File: config.mk
export PLATFORM = sky130hd
export DESIGN_NAME = clk_div_align_ctrl
export DESIGN_NICKNAME = d
export VERILOG_FILES = /design/src/rtl/clk_div_align_ctrl.sv
export SDC_FILE = /design/constraint.sdc
export NUM_CORES = 1
export LEC_CHECK = 0
export CAP_MARGIN = 20
export CORE_ASPECT_RATIO = 1.75
export CORE_MARGIN = 5
export CORE_UTILIZATION = 57
export CTS_CLUSTER_DIAMETER = 30
export DETAILED_ROUTE_END_ITERATION = 10
export PLACE_DENSITY = 0.84
export SLEW_MARGIN = 5
export SYNTH_ARGS = -nofsm -noshare
export SYNTH_HDL_FRONTEND = slang
export SYNTH_SLANG_ARGS = --single-unit
export TNS_END_PERCENT = 5
File: constraint.sdc
create_clock -name clk_i -period 5.1 [get_ports clk_i]
set_input_delay 0.765 -clock clk_i [delete_from_list [all_inputs] [get_ports clk_i]]
set_output_delay 0.765 -clock clk_i [all_outputs]
set_load 0.05 [all_outputs]
File: src/rtl/clk_div_align_ctrl.sv
// Divider soft-reset, settle and bit-slip alignment sequencer for one receive lane.
// Defining CLK_DIV_ALIGN_MONITOR_EN adds an in-DONE link monitor that re-aligns after 4 bad words.
module clk_div_align_ctrl #(
  parameter int unsigned       DATA_W        = 8,
  parameter logic [DATA_W-1:0] TRAIN_PATTERN = 8'hB4,
  parameter int unsigned       SRESET_CYCLES = 16,
  parameter int unsigned       SETTLE_CYCLES = 8,
  parameter int unsigned       MATCH_COUNT   = 4,
  parameter int unsigned       MAX_SLIPS     = 8
) (
  input  logic              clk_i,
  input  logic              resetn_i,
  input  logic              start_i,
  input  logic              pll_lock_i,
  input  logic [DATA_W-1:0] rx_data_i,
  output logic              div_sreset_n_o,
  output logic              bit_slip_o,
  output logic              align_done_o,
  output logic              align_fail_o,
  output logic [7:0]        slip_cnt_o
);

  localparam int unsigned CNT_MAX_A = (SRESET_CYCLES > SETTLE_CYCLES) ? SRESET_CYCLES : SETTLE_CYCLES;
  localparam int unsigned CNT_MAX   = (CNT_MAX_A > MATCH_COUNT) ? CNT_MAX_A : MATCH_COUNT;
  localparam int unsigned CNT_W     = $clog2(CNT_MAX + 1);

  localparam logic [CNT_W-1:0] SRESET_LD  = CNT_W'(SRESET_CYCLES - 1);
  localparam logic [CNT_W-1:0] SETTLE_LD  = CNT_W'(SETTLE_CYCLES - 1);
  localparam logic [CNT_W-1:0] MATCH_LAST = CNT_W'(MATCH_COUNT - 1);
  localparam logic [CNT_W-1:0] CNT_ONE    = CNT_W'(1);
  localparam logic [7:0]       SLIP_MAX   = 8'(MAX_SLIPS);

  typedef enum logic [2:0] {
    S_IDLE      = 3'd0,
    S_WAIT_LOCK = 3'd1,
    S_SRESET    = 3'd2,
    S_SETTLE    = 3'd3,
    S_CHECK     = 3'd4,
    S_SLIP      = 3'd5,
    S_DONE      = 3'd6,
    S_FAIL      = 3'd7
  } state_e;

  state_e           state_q, state_d;
  logic [CNT_W-1:0] cnt_q, cnt_d;
  logic [CNT_W-1:0] match_q, match_d;
  logic [7:0]       slip_cnt_q, slip_cnt_d;
  logic             div_sreset_n_q, div_sreset_n_d;
  logic             bit_slip_q, bit_slip_d;
  logic             done_q, done_d;
  logic             fail_q, fail_d;
  logic             lock_lost_s;
  logic             word_ok_s;
`ifdef CLK_DIV_ALIGN_MONITOR_EN
  logic [1:0]       mon_q, mon_d;
`endif

  assign lock_lost_s = !pll_lock_i && (state_q != S_IDLE) && (state_q != S_WAIT_LOCK);
  assign word_ok_s   = (rx_data_i == TRAIN_PATTERN);

  // Next-state and next-output logic; lock loss overrides every other transition
  always_comb begin
    state_d        = state_q;
    cnt_d          = cnt_q;
    match_d        = match_q;
    slip_cnt_d     = slip_cnt_q;
    div_sreset_n_d = div_sreset_n_q;
    bit_slip_d     = 1'b0;
    done_d         = done_q;
    fail_d         = fail_q;
`ifdef CLK_DIV_ALIGN_MONITOR_EN
    mon_d          = mon_q;
`endif
    if (lock_lost_s) begin
      state_d        = S_WAIT_LOCK;
      cnt_d          = '0;
      match_d        = '0;
      slip_cnt_d     = 8'd0;
      div_sreset_n_d = 1'b0;
      done_d         = 1'b0;
      fail_d         = 1'b0;
`ifdef CLK_DIV_ALIGN_MONITOR_EN
      mon_d          = 2'd0;
`endif
    end else begin
      case (state_q)
        S_IDLE, S_FAIL: begin
          if (start_i) begin
            state_d        = S_WAIT_LOCK;
            cnt_d          = '0;
            match_d        = '0;
            slip_cnt_d     = 8'd0;
            div_sreset_n_d = 1'b0;
            done_d         = 1'b0;
            fail_d         = 1'b0;
          end else begin
            state_d = state_q;
          end
        end
        S_WAIT_LOCK: begin
          div_sreset_n_d = 1'b0;
          if (pll_lock_i) begin
            state_d = S_SRESET;
            cnt_d   = SRESET_LD;
          end else begin
            state_d = S_WAIT_LOCK;
          end
        end
        S_SRESET: begin
          if (cnt_q == '0) begin
            state_d        = S_SETTLE;
            cnt_d          = SETTLE_LD;
            div_sreset_n_d = 1'b1;
          end else begin
            cnt_d = cnt_q - CNT_ONE;
          end
        end
        S_SETTLE: begin
          if (cnt_q == '0) begin
            state_d = S_CHECK;
            match_d = '0;
          end else begin
            cnt_d = cnt_q - CNT_ONE;
          end
        end
        S_CHECK: begin
          if (word_ok_s) begin
            if (match_q == MATCH_LAST) begin
              state_d = S_DONE;
              done_d  = 1'b1;
`ifdef CLK_DIV_ALIGN_MONITOR_EN
              mon_d   = 2'd0;
`endif
            end else begin
              match_d = match_q + CNT_ONE;
            end
          end else if (slip_cnt_q >= SLIP_MAX) begin
            state_d = S_FAIL;
            fail_d  = 1'b1;
          end else begin
            state_d    = S_SLIP;
            bit_slip_d = 1'b1;
            slip_cnt_d = slip_cnt_q + 8'd1;
          end
        end
        S_SLIP: begin
          state_d = S_SETTLE;
          cnt_d   = SETTLE_LD;
        end
        S_DONE: begin
          if (start_i) begin
            state_d        = S_WAIT_LOCK;
            cnt_d          = '0;
            match_d        = '0;
            slip_cnt_d     = 8'd0;
            div_sreset_n_d = 1'b0;
            done_d         = 1'b0;
            fail_d         = 1'b0;
`ifdef CLK_DIV_ALIGN_MONITOR_EN
          end else if (word_ok_s) begin
            mon_d = 2'd0;
          end else if (mon_q == 2'd3) begin
            // Link drifted: re-align through SETTLE, divider stays out of reset
            state_d    = S_SETTLE;
            cnt_d      = SETTLE_LD;
            done_d     = 1'b0;
            slip_cnt_d = 8'd0;
            mon_d      = 2'd0;
          end else begin
            mon_d = mon_q + 2'd1;
          end
`else
          end else begin
            state_d = S_DONE;
          end
`endif
        end
        default: begin
          state_d        = S_IDLE;
          div_sreset_n_d = 1'b1;
        end
      endcase
    end
  end

  // State, counters and registered outputs with synchronous active-low reset
  always_ff @(posedge clk_i) begin
    if (!resetn_i) begin
      state_q        <= S_IDLE;
      cnt_q          <= '0;
      match_q        <= '0;
      slip_cnt_q     <= 8'd0;
      div_sreset_n_q <= 1'b1;
      bit_slip_q     <= 1'b0;
      done_q         <= 1'b0;
      fail_q         <= 1'b0;
`ifdef CLK_DIV_ALIGN_MONITOR_EN
      mon_q          <= 2'd0;
`endif
    end else begin
      state_q        <= state_d;
      cnt_q          <= cnt_d;
      match_q        <= match_d;
      slip_cnt_q     <= slip_cnt_d;
      div_sreset_n_q <= div_sreset_n_d;
      bit_slip_q     <= bit_slip_d;
      done_q         <= done_d;
      fail_q         <= fail_d;
`ifdef CLK_DIV_ALIGN_MONITOR_EN
      mon_q          <= mon_d;
`endif
    end
  end

  assign div_sreset_n_o = div_sreset_n_q;
  assign bit_slip_o     = bit_slip_q;
  assign align_done_o   = done_q;
  assign align_fail_o   = fail_q;
  assign slip_cnt_o     = slip_cnt_q;

endmodule
==> results of run 1 <==
-- area by class of cell --
cell class                      instances  share of cell area
Clock buffer                            3              0.0234
Clock inverter                          1             0.00284
Inverter                                9              0.0192
Multi-Input combinational cell        132               0.521
Sequential cell                        25               0.284
Tap cell                               26              0.0185
Timing Repair Buffer                   23               0.131
-- layout by cell type, fill, tap and decap left out, drive strengths merged, types with 2 or more instances in the layout --
| cell type | Yosys | layout |
|---|---|---|
| dfxtp | 25 | 25 |
| clkdlybuf4s50 | 0 | 23 |
| nor2 | 14 | 14 |
| a21oi | 12 | 12 |
| o21ai | 10 | 10 |
| nand2 | 9 | 9 |
| inv | 8 | 8 |
| nand3 | 7 | 7 |
| nor3 | 6 | 6 |
| and2 | 6 | 6 |
| o31ai | 5 | 5 |
| mux2i | 4 | 4 |
| ha | 4 | 4 |
| nor2b | 3 | 3 |
| nand4b | 3 | 3 |
| nand2b | 3 | 3 |
| clkbuf | 8 | 3 |
| or4b | 3 | 3 |
| o21a | 3 | 3 |
| o221a | 3 | 3 |
| a21boi | 2 | 2 |
| nor4b | 2 | 2 |
| nand3b | 2 | 2 |
| a32oi | 2 | 2 |
| and3 | 2 | 2 |
| or4 | 2 | 2 |
| o21bai | 2 | 2 |
| a31oi | 2 | 2 |
| nor4 | 2 | 2 |
| nor3b | 2 | 2 |
| o211ai | 2 | 2 |
| clkinv | 1 | 2 |
-- logic make-up after synthesis --
| family | after synthesis | share of synthesized area |
|---|---|---|
| and+or+nand+nor | 69 | 0.287 |
| AOI/OAI and AO/OA | 54 | 0.260 |
| adders and majority gates | 4 | 0.0334 |
| xor gates and xnor gates | 1 | 0.00584 |
| muxes | 4 | 0.0267 |
| buffers and inverters | 19 | 0.0534 |
| DFF | 25 | 0.334 |
-- state kept, by name (all words and copies together), names as in the netlist --
| name | cells |
|---|---|
| slip_cnt_o | 8 |
| cnt_q | 5 |
| match_q | 5 |
| state_q | 3 |
| align_done_o | 1 |
| align_fail_o | 1 |
| bit_slip_o | 1 |
| div_sreset_n_o | 1 |
-- worst max-delay path by stage --
stage            endpoint  slack, ns
2_1_floorplan  match_q[2]       2.80
3_3_place_gp   match_q[2]       2.43
3_5_place_dp   match_q[2]       2.38
4_1_cts        match_q[2]       2.69
5_1_grt        match_q[2]       2.59
6_report       match_q[2]       2.65
-- power groups by stage --
stage	clock network, W	registers, W	logic (W)
after CTS	0.000127	0.000208	0.0000678
after detailed placement	0	0.000213	0.0000676
final	0.000124	0.000209	0.0000681
after floorplan	0	0.000211	0.0000488
after global placement	0	0.000212	0.0000661
after global routing	0.000135	0.000210	0.0000748
-- layer usage --
metal	GRT usage	wire length (µm)	share of wire
met1	0.224	1460	0.38
met2	0.363	1980	0.52
met3	0.0383	193	0.051
met4	0.140	151	0.040
met5	0	0	0
-- metrics by stage --
stage / cells / area (µm²) / hold WS, ns / power (W)
CTS: 219 / 1760 / 0.464 / 0.000403
finish: 219 / 1760 / 0.460 / 0.000400
floorplan: 176 / 1500 / 0.420 / 0.000260
detailed placement: 215 / 1720 / 0.451 / 0.000280
global route: 219 / 1760 / 0.497 / 0.000420
global placement: 215 / 1720 / 0.426 / 0.000279
-- worst max-delay path: stages --
cell and delay [ns]:
clkdlybuf4s50_1 0.57, o21ai_0 0.92, or4_1 0.27, o211ai_2 0.09
==> qor.txt, run 1 <==
Drt pass-1 iters: 5
Port buffer count: 23
CTS Hold Bufs: 0
DRC errors left: 0
LEAKAGE: 0.603 nW
Synth Area per Inst: 8.52 µm²
Bufs on Longest Clock Path: 2
Hold_sp: cnt_q[4]
Via/cell ratio: 6.66
Top cells by area, synth: dfxtp_1 33%, a21oi_1 4.0%, nor2_1 3.5%
Setup crit start: pll_lock_i
Worst-path clk slew: 0.09 ns
Top cell type's share of synthesized area: 0.334
GRT overflow: 0
Clock Latency Late Sink: 0.28 ns
DRT iter0 DRCs: 69
Final WL: 3780 µm
Post-layout util: 0.698
Seq/Total Area, Yosys: 0.334
Hold Path Depth: 2
Cell taking the most area after synthesis: dfxtp_1
Internal power: 0.000287 W
Htree depth: 1
Antenna violations before repair: 0
Post-synthesis net count: 192
First-pass GRT wire length: 6420 µm
Sequential share of power: 0.521
Ys async rst share: 0
Hold path endpoint: cnt_q[4]
Nets@finish: 210
R2R Path Start: state_q[1]
Post-CTS sizing: 0
Highest clock rate: 407 MHz
Fin crit period: 2.45 ns
CTS root buffer: clkbuf_8
Full die area: 3800 µm²
Critical-path maximum fanout: 9
Critical path required time: 5.26 ns
ANT nets after route: 0
NetSw: 0.000114 W
Wirelength per Cell: 17.3 µm
Fin crit share: 0.481
HP Class: reg -> reg
Gate power share: 0.170
Filler Cells Inserted: 206
FF+latch count, synth: 25
Area Overhead vs Synth: 17.5%
Clock sinks: 25
FF-to-FF path depth: 4
R2R setup slack: 2.73 ns
Post-Syn Area: 1500 µm²
EDFF count, synth: 0
Peak supply drop: 0.184 mV
Max Clock Skew: 0.00600 ns
# diodes: 0
Max_slew headroom: 0.273
Clock network power share: 0.309
Die height: 77.8 µm
Routability cong.: 0.881
Pre-CTS worst setup slack: 2.38 ns
Post-CTS setup buffer count: 0
Area occupied by multi-input gates: 918 µm²
Vias: 1458
Crit start category: input pin
Synth top cells by count: 25 x dfxtp_1, 14 x nor2_1, 12 x a21oi_1
Cells after Synth: 176
Synth warn: 0
CTS tree: yes
Vias in the first global route: 1408
Starting density of the core: 0.594
Max Slew Vio Count: 0
Worst-Margin Slew: 1.08 ns
Num rows: 24
Final hold viol count: 0
Dpl hpwl: 2830 µm
Flip-flop and latch area: 500 µm²
Core Area: 2520 µm²
Proportion of layout cells with a drive suffix above 1: 0.0570
GR Util All Layers: 0.209
Setup violations, final: 0
Pwr per Cell Area: 227 nW/µm²
Top FF cell, synth: dfxtp_1
Sw Ratio: 0.284
Worst setup margin: 2.65 ns
Status: completed
Worst EP arrival: 2.62 ns
Count leader, synth: dfxtp_1
Fin Setup TNS: 0 ns
Reg-to-Reg End: match_q[2]
Top-level I/O count: 24
Num CTS Buffers: 3
Largest net degree at the start of global routing: 24
Synth unique cells: 55
RSZ-0062 raised after global routing: no
Die W: 48.8 µm
Max-cap viol count: 0
CP Capture Type: flop
Critical path class: in -> reg
(Power assumes the default switching activity.)
==> inputs of run 2 (changes only) <==
- CORE_UTILIZATION: 57 -> 48
- PLACE_DENSITY: 0.84 -> 0.76
- clock period: 5.1 -> 1.99 ns (I/O delays scaled with it)
==> qor.txt, run 2 (same netlist as run 1, synthesis figures left out) <==
Status: completed (unchanged)
CP Capture Type: flop (unchanged)
RSZ-0062 raised after global routing: yes (was no)
DRC errors left: 0 (unchanged)
Max-cap viol count: 0 (unchanged)
Max_slew headroom: 0.593 (was 0.273)
DRT iter0 DRCs: 50 (was 69)
Die W: 52.2 µm (was 48.8 µm)
Drt pass-1 iters: 4 (was 5)
Wirelength per Cell: 16.1 µm (was 17.3 µm)
Htree depth: 1 (unchanged)
Clock sinks: 25 (unchanged)
First-pass GRT wire length: 7130 µm (was 6420 µm)
Via/cell ratio: 5.98 (was 6.66)
Num CTS Buffers: 3 (unchanged)
Worst-path clk slew: 0.09 ns (about the same)
Hold_sp: align_fail_o (was cnt_q[4])
Vias in the first global route: 1633 (was 1408)
R2R Path Start: cnt_q[1] (was state_q[1])
Worst EP arrival: 2.20 ns (was 2.62 ns)
Proportion of layout cells with a drive suffix above 1: 0.198 (was 0.0570)
CTS tree: yes (unchanged)
Die height: 83.9 µm (was 77.8 µm)
Largest net degree at the start of global routing: 16 (was 24)
Most common cell after layout, fill and taps aside: buf_4 (was dfxtp_1)
Final WL: 4190 µm (was 3780 µm)
Final Instance Area: 1990 µm² (was 1760 µm²)
Starting density of the core: 0.488 (was 0.594)
Critical-path maximum fanout: 5 (was 9)
Filler Cells Inserted: 273 (was 206)
Final hold viol count: 0 (unchanged)
Dpl hpwl: 3210 µm (was 2830 µm)
Critical path required time: 2.20 ns (was 5.26 ns)
DP Area: 1900 µm² (was 1720 µm²)
Clock Latency Late Sink: 0.27 ns (was 0.28 ns)
Setup crit start: cnt_q[1] (was pll_lock_i)
Critical path class: reg -> reg (was in -> reg)
Crit start category: flop (was input pin)
Port buffer count: 23 (unchanged)
Fin crit period: 1.99 ns
Vias: 1555 (was 1458)
Top-level I/O count: 24 (unchanged)
HP Class: reg -> reg (unchanged)
Highest clock rate: 503 MHz
CTS root buffer: clkbuf_8 (unchanged)
Peak supply drop: 0.498 mV (was 0.184 mV)
Core Area: 3070 µm² (was 2520 µm²)
GRT overflow: 0 (unchanged)
# diodes: 0 (unchanged)
Fin crit share: 0.999
Setup violations, final: 0 (unchanged)
Post-layout util: 0.648 (was 0.698)
Max reg flops: 8 (unchanged)
Antenna violations before repair: 0 (unchanged)
Num rows: 27 (was 24)
LEAKAGE: 0.723 nW (was 0.603 nW)
ANT nets after route: 0 (unchanged)
Area Overhead vs Synth: 32.9% (was 17.5%)
Full die area: 4380 µm² (was 3800 µm²)
Most frequent cells in the layout: 24 x buf_4, 23 x dfxtp_1, 23 x clkdlybuf4s50_1 (was 25 x dfxtp_1, 23 x clkdlybuf4s50_1, 14 x nor2_1)
Pwr per Cell Area: 547 nW/µm² (was 227 nW/µm²)
GR Util All Layers: 0.209 (about the same)
Routability cong.: 0.885 (was 0.881)
Max Slew Vio Count: 0 (unchanged)
Bufs on Longest Clock Path: 2 (unchanged)
Worst-Margin Slew: 0.603 ns (was 1.08 ns)
Max Clock Skew: 0.00198 ns (was 0.00600 ns)
Nets@finish: 234 (was 210)
run 2: path summary, 6_finish.rpt:
path / endpoint / slack [ns] / depth (start not counted)
max: match_q[1] / 0.001 / 6
min: align_fail_o / 0.48 / 2
max reg2reg: match_q[1] / 0.001 / 6
min reg2reg: align_fail_o / 0.48 / 2
run 2: area by class of cell:
cell class,count,area [µm²],area share
Timing Repair Buffer,47,410,0.206
Tap cell,43,53.8,0.0270
Clock buffer,3,41.3,0.0207
Inverter,9,33.8,0.0170
Multi-Input combinational cell,132,942,0.473
Clock inverter,1,7.51,0.00377
Sequential cell,25,503,0.253
run 2: metal layers:
metal	vias to the layer above	global-route usage	part of all wire	wire (µm)
met5	-	0	0	0
met4	0	0.100	0.030	127
met3	13	0.0376	0.042	175
met2	54	0.385	0.57	2390
met1	747	0.212	0.36	1500
li1	741	-	-	-
run 2: repair_timing:
item / CTS / global route
pin swaps: 2 / 3
setup buffers: 2 / 0
cloned: 0 / 0
gates resized for setup: 7 / 2
hold endpoints to repair: 0 / 0
hold buffers: 0 / 0
endpoints found under the setup margin: 9 / 10
run 2: power breakdown:
part | switching [W] | internal (W)
registers | 0.0000131 | 0.000513
logic | 0.000122 | 0.000126
clock network | 0.000172 | 0.000142
run 2: stage by stage:
step | std cells | TNS, ns | hold slack, ns | setup slack [ns] | power, W
2_1_floorplan | 176 | 0 | 0.387 | 0.0559 | 0.000667
3_3_place_gp | 254 | -0.743 | 0.432 | -0.195 | 0.000751
3_5_place_dp | 254 | -1.12 | 0.458 | -0.212 | 0.000759
4_1_cts | 260 | -0.0163 | 0.487 | -0.0125 | 0.00109
5_1_grt | 260 | -0.604 | 0.510 | -0.117 | 0.00114
6_report | 260 | 0 | 0.480 | 0.00110 | 0.00109
run 2: worst max-delay path, cell delays in order, from the launching register on:
cell	delay, ns
dfxtp_2	0.33
inv_2	0.06
ha_4	0.13
or4b_4	0.47
a222oi_1	0.32
nor3b_4	0.40
mux2i_1	0.21
==> RTL change 1 (flow settings as in run 2) <==
Make the reset (`resetn_i`) asynchronous in one clocked block. Comments in the files are not updated.
--- a/src/rtl/clk_div_align_ctrl.sv
+++ b/src/rtl/clk_div_align_ctrl.sv
@@ -184,7 +184,7 @@
   end
 
   // State, counters and registered outputs with synchronous active-low reset
-  always_ff @(posedge clk_i) begin
+  always_ff @(posedge clk_i or negedge resetn_i) begin
     if (!resetn_i) begin
       state_q        <= S_IDLE;
       cnt_q          <= '0;
Formal check against the unedited RTL: differs if resetn_i is asserted again (counterexample within 4 cycles, from zero or initial values and one cycle with resetn_i low); with resetn_i held inactive, the same outputs for 10 cycles.
==> RTL change 1 against run 2 <==
Routed wire length grew 5.4%. Setup slack gained 55 ps. Area after synthesis grew 18%. Hold slack lost 110 ps. Sequential cell count is the same. Largest cell class unchanged. Clock skew grew 7.8 ps. Critical path type unchanged. Cell area grew 13%. First-iteration DRC count shrank 42%. Highest routed layer unchanged. Fmax grew 2.8%. Non-clock buffer count grew 10.
Power is not compared: it rests on default switching activity, and its combinational part moved more than twofold at a synthesized area within 25%.
==> RTL change 1: results (changes against run 2) <==
Route
  – WL per Instance: 15.4 um (was 16.1 um)
  – Via count: 1617 (was 1555)
  – Initial DRC count: 29 (was 50)
  – Wire length on met3: 94 um (was 175 um)
  – WL final: 4.42 mm (was 4.19 mm)
  – Met2 wire len: 2.55 mm (was 2.39 mm)
  – Metal-1 WL: 1.66 mm (was 1.50 mm)
  – First-pass DRT Iterations: 4 (unchanged)

Synth
  – Top cells by area, synth: dfrtp_1 (34%), o21ai_0 (4.5%), buf_6 (3.8%) (was dfxtp_1 (33%), a21oi_1 (4.0%), nor2_1 (3.5%))
  – Post-synth top cells: dfrtp_1 (24), o21ai_0 (16), nand2_1 (15), nor2_1 (13), a21oi_1 (11) (was dfxtp_1 (25), nor2_1 (14), a21oi_1 (12), nand2_1 (9))
  – Synth Net Count: 207 (was 192)
  – Post-synthesis cell count: 191 (was 176)
  – Post-synthesis sequential area ratio: 35.4% (was 33.4%)
  – Multiplexer share of the synthesized area: 5.37% (was 2.67%)
  – Asr flop ratio synth: 100% (was 0%)
  – Post-Synth XOR/XNOR Area: 0.990% (was 0.584%)
  – Synth Area in Compound Gates: 22.6% (was 26.0%)
  – Adder-Cell Fraction of Synth Area: 2.83% (was 3.34%)
  – Distinct cells, synth: 54 (was 55)

STA
  – Clock skew: 9.82 ps (was 1.98 ps)
  – Worst slew margin: 65.0% (was 59.3%)

Pwr
  – Register share of total power: a little under a third

Worst setup path
  – Critical path's largest stage delay: 410 ps (was 470 ps)
  – R2R depth: 8 (was 6)
  – R2r setup slk: 60 ps (was 1 ps)
  – CP arrival: 2130 ps (was 2200 ps)
  – Crit path max-delay cell type: dfrtp_1 (was or4b_4)

Placement
  – GPL Wtd Cong: 0.840 (was 0.885)
  – Placed insts: 281 (was 254)
  – Detailed Place HPWL: 3.43 mm (was 3.21 mm)

Layout
  – Layout cells sized above 1: 24.1% (was 19.8%)
  – Max FFs per register: 8 (unchanged)
  – Final nets: 258 (was 234)

Clock network
  – CTS Buffer Depth: 2 (unchanged)
  – Clk_lat worst skew: 280 ps
  – Root Buffer Master: clkbuf_8 (unchanged)
  – Clock Pin Slew Worst Setup and Hold Paths: roughly 100 ps

Global route
  – Pin count of the biggest net entering global routing: 26 (was 16)
  – Vias in the first global route: 1654 (was 1633)
  – Global-route wire length before repair: 7.39 mm (was 7.13 mm)
  – M1 GR Usage: 18.8% (was 21.2%)
  – Global-route met3 utilization: 1.86% (was 3.76%)
  – Total GRT Usage: 18.0% (was 20.9%)
  – Antenna violations before repair: 0 (unchanged)
  – Met2 Use GR: 35.6% (was 38.5%)

Floorplanning
  – Num rows: 29 (was 27)

Run status
  – Status: completed (unchanged)

Hold path
  – Worst min-delay path class: in2async (was reg2reg)
==> RTL change 1: cell types whose count changed in the layout (fill, tap and decap cells not counted), sizes merged, moves of 5 or more <==
cell	before	now
buf	24	35
a31oi	2	7
o21ai	10	16
and2	6	1
dfrtp	0	24
dfxtp	25	0
nand2	9	15
==> RTL change 1: final cells by class <==
class                   instances  area, um^2
repair buffers                 57         483
flip-flops and latches         25         627
well taps                      46        57.6
multi-input cells             149        1020
inverters                       6        22.5
clock inverters                 1        7.51
fillers                       297        1330
clock buffers                   3        41.3
==> RTL change 1: worst paths after layout <==
| check | start | endpoint |
|---|---|---|
| setup / recovery | match_q[0]$_DFFE_PN0P_ | match_q[1]$_DFFE_PN0P_ |
| hold / removal | resetn_i | cnt_q[2]$_DFFE_PN0P_ |
| setup reg to reg | match_q[0]$_DFFE_PN0P_ | match_q[1]$_DFFE_PN0P_ |
| hold reg to reg | align_done_o$_DFFE_PN0P_ | align_done_o$_DFFE_PN0P_ |
| max in group asynchronous | resetn_i | div_sreset_n_o$_DFFE_PN1P_ |
| min in group clk_i | align_done_o$_DFFE_PN0P_ | align_done_o$_DFFE_PN0P_ |
==> RTL change 1: per-stage QoR <==
step	TNS, ps	area [um^2]	hold slack (ps)	setup WS, ps
6_report	0	2260	374	56.1
5_1_grt	0	2260	398	5.32
2_1_floorplan	0	1770	2.91	173
3_3_place_gp	-1210	2190	475	-145
4_1_cts	0	2250	380	5.89
3_5_place_dp	-1790	2190	485	-185
==> RTL change 1: repair_timing <==
| item | in CTS | in global routing |
|---|---|---|
| pin swaps | 0 | 3 |
| endpoints found under the setup margin | 4 | 6 |
| resized for setup | 0 | 3 |
| cloned | 0 | 0 |
| setup buffers | 1 | 1 |
==> RTL change 2 (settings of run 2) <==
Without the edit above. Change the parameter `SETTLE_CYCLES` from 8 to 16.
--- a/src/rtl/clk_div_align_ctrl.sv
+++ b/src/rtl/clk_div_align_ctrl.sv
@@ -4,7 +4,7 @@
   parameter int unsigned       DATA_W        = 8,
   parameter logic [DATA_W-1:0] TRAIN_PATTERN = 8'hB4,
   parameter int unsigned       SRESET_CYCLES = 16,
-  parameter int unsigned       SETTLE_CYCLES = 8,
+  parameter int unsigned       SETTLE_CYCLES = 16,
   parameter int unsigned       MATCH_COUNT   = 4,
   parameter int unsigned       MAX_SLIPS     = 8
 ) (
Function: no difference found for any inputs over 10 cycles, from zero or initial values and one cycle with resetn_i low; that may be too few to reach the edited logic, so the function may still have changed.
==> RTL change 2 against run 2 <==
Setup slack better by 34 ps. Routed wire length is 3.3% higher. Count of clock-buffer cells in the layout up 1. Area after synthesis down 4.0%. Synthesized cell count is 0.57% lower. Cell area shrank 1.1%. Sequential cell count unchanged. Critical endpoint is now match_q[4]$_SDFFE_PP0P_. Highest routed layer unchanged.
Power is not compared: it rests on default switching activity, and its combinational part moved more than twofold at a synthesized area within 25%.
==> RTL change 2: results (changes against run 2) <==
Global route
  – M1 GR Usage: 19.1% (was 21.2%)
  – Pin count of the biggest net entering global routing: 14 (was 16)
  – Met2 Use GR: 42.9% (was 38.5%)
  – Total GRT Usage: 21.9% (was 20.9%)
  – Global-route wire length before repair: 7.08 mm (was 7.13 mm)
  – Vias in the first global route: 1647 (was 1633)
  – Global-route met3 utilization: 4.85% (was 3.76%)

Layout
  – Post-layout instance count excluding filler cells: 254 (was 260)
  – Clock-cell share: 2.29% (was 2.45%)
  – Design area: 1970 um^2 (was 1990 um^2)
  – Number of multi-input logic gates: 136 (was 132)
  – Non-clk invs: 8 (was 9)
  – Fillcell total: 243 (was 273)
  – # clk buffers: 4 (was 3)
  – Layout cells sized above 1: 20.8% (was 19.8%)
  – Plain + repair buffers: 53 (was 47)
  – Fraction of standard cell area that is sequential: 25.5% (was 25.3%)
  – Final nets: 244 (was 234)
  – Fraction of area in multi-input gates: 45.8% (was 47.3%)
  – Non-Clock Buffer Area Fraction: 23.1% (was 20.6%)

Route
  – WL final: 4.33 mm (was 4.19 mm)
  – Metal-1 WL: 1.48 mm (was 1.50 mm)
  – Vias/cell: 6.28 (was 5.98)
  – Initial DRC count: 49 (was 50)
  – Met2 wire len: 2.34 mm (was 2.39 mm)
  – Wire length on met3: 270 um (was 175 um)

Synth
  – Post-synth top cells: dfxtp_1 (25), nand2_1 (15), nor2_1 (15), a21oi_1 (13), o21ai_0 (10) (was dfxtp_1 (25), nor2_1 (14), a21oi_1 (12), nand2_1 (9))
  – Post-synthesis cell count: 175 (was 176)
  – Post-synthesis sequential area ratio: 34.8% (was 33.4%)
  – Top cells by area, synth: dfxtp_1 (35%), a21oi_1 (4.5%), ha_1 (4.3%) (was dfxtp_1 (33%), a21oi_1 (4.0%), nor2_1 (3.5%))
  – Distinct cells, synth: 44 (was 55)

Worst setup path
  – R2R depth: 7 (was 6)
  – Crit path max-delay cell type: o311ai_0 (was or4b_4)
  – R2r startpoint: cnt_q[0]$_SDFFE_PP0P_ (was cnt_q[1]$_SDFFE_PP0P_)
  – Crit path max fanout: 6 (was 5)
  – R2r setup slk: 40 ps (was 1 ps)
  – CP arrival: 2090 ps (was 2200 ps)
  – Critical Path Sink: match_q[4]$_SDFFE_PP0P_ (was match_q[1]$_SDFFE_PP0P_)
  – Critical path's largest stage delay: 410 ps (was 470 ps)
  – Delay-heaviest family, CP: compound AO/OA/AOI/OAI gates (was simple AND/OR/NAND/NOR gates)

Floorplanning
  – N_taps: 28 (was 43)

Placement
  – Area after DPL: 1900 um^2 (about the same)
  – GPL Wtd Cong: 0.997 (was 0.885)
  – Detailed Place HPWL: 3.35 mm (was 3.21 mm)
  – Pre-CTS setup slack: -184 ps (was -212 ps)

STA
  – Worst slew margin: 64.9% (was 59.3%)
  – Clock skew: 5.90 ps (was 1.98 ps)
  – Fmax: 0.512 GHz (was 0.503 GHz)

Clock network
  – CTS Buffer Depth: 2 (unchanged)
  – Post-CTS setup buffers: 0 (was 2)
  – # resized after CTS: 1 (was 7)

Hold path
  – Worst min-delay path class: reg2reg (unchanged)

Run status
  – Status: completed (unchanged)
[RTL change 2: how the worst min path moves through the flow]
| stage | start | end | slack, ps | cells after the start |
|---|---|---|---|---|
| after floorplan | resetn_i | div_sreset_n_o$_SDFFE_PN1P_ | 390 | 1 |
| after global placement | match_q[4]$_SDFFE_PP0P_ | match_q[4]$_SDFFE_PP0P_ | 450 | 1 |
| after detailed placement | match_q[4]$_SDFFE_PP0P_ | match_q[4]$_SDFFE_PP0P_ | 460 | 1 |
| after CTS | match_q[4]$_SDFFE_PP0P_ | match_q[4]$_SDFFE_PP0P_ | 480 | 1 |
| after global routing | match_q[4]$_SDFFE_PP0P_ | match_q[4]$_SDFFE_PP0P_ | 490 | 1 |
| final | match_q[4]$_SDFFE_PP0P_ | match_q[4]$_SDFFE_PP0P_ | 500 | 1 |
[RTL change 2: logic make-up after synthesis]
group | synth area share [%]
AOI/OAI and AO/OA | 25.7
and+or+nand+nor | 29.0
xor gates and xnor gates | 1.83
buffers and inverters | 4.35
adders and majority gates | 4.35
DFF | 34.8
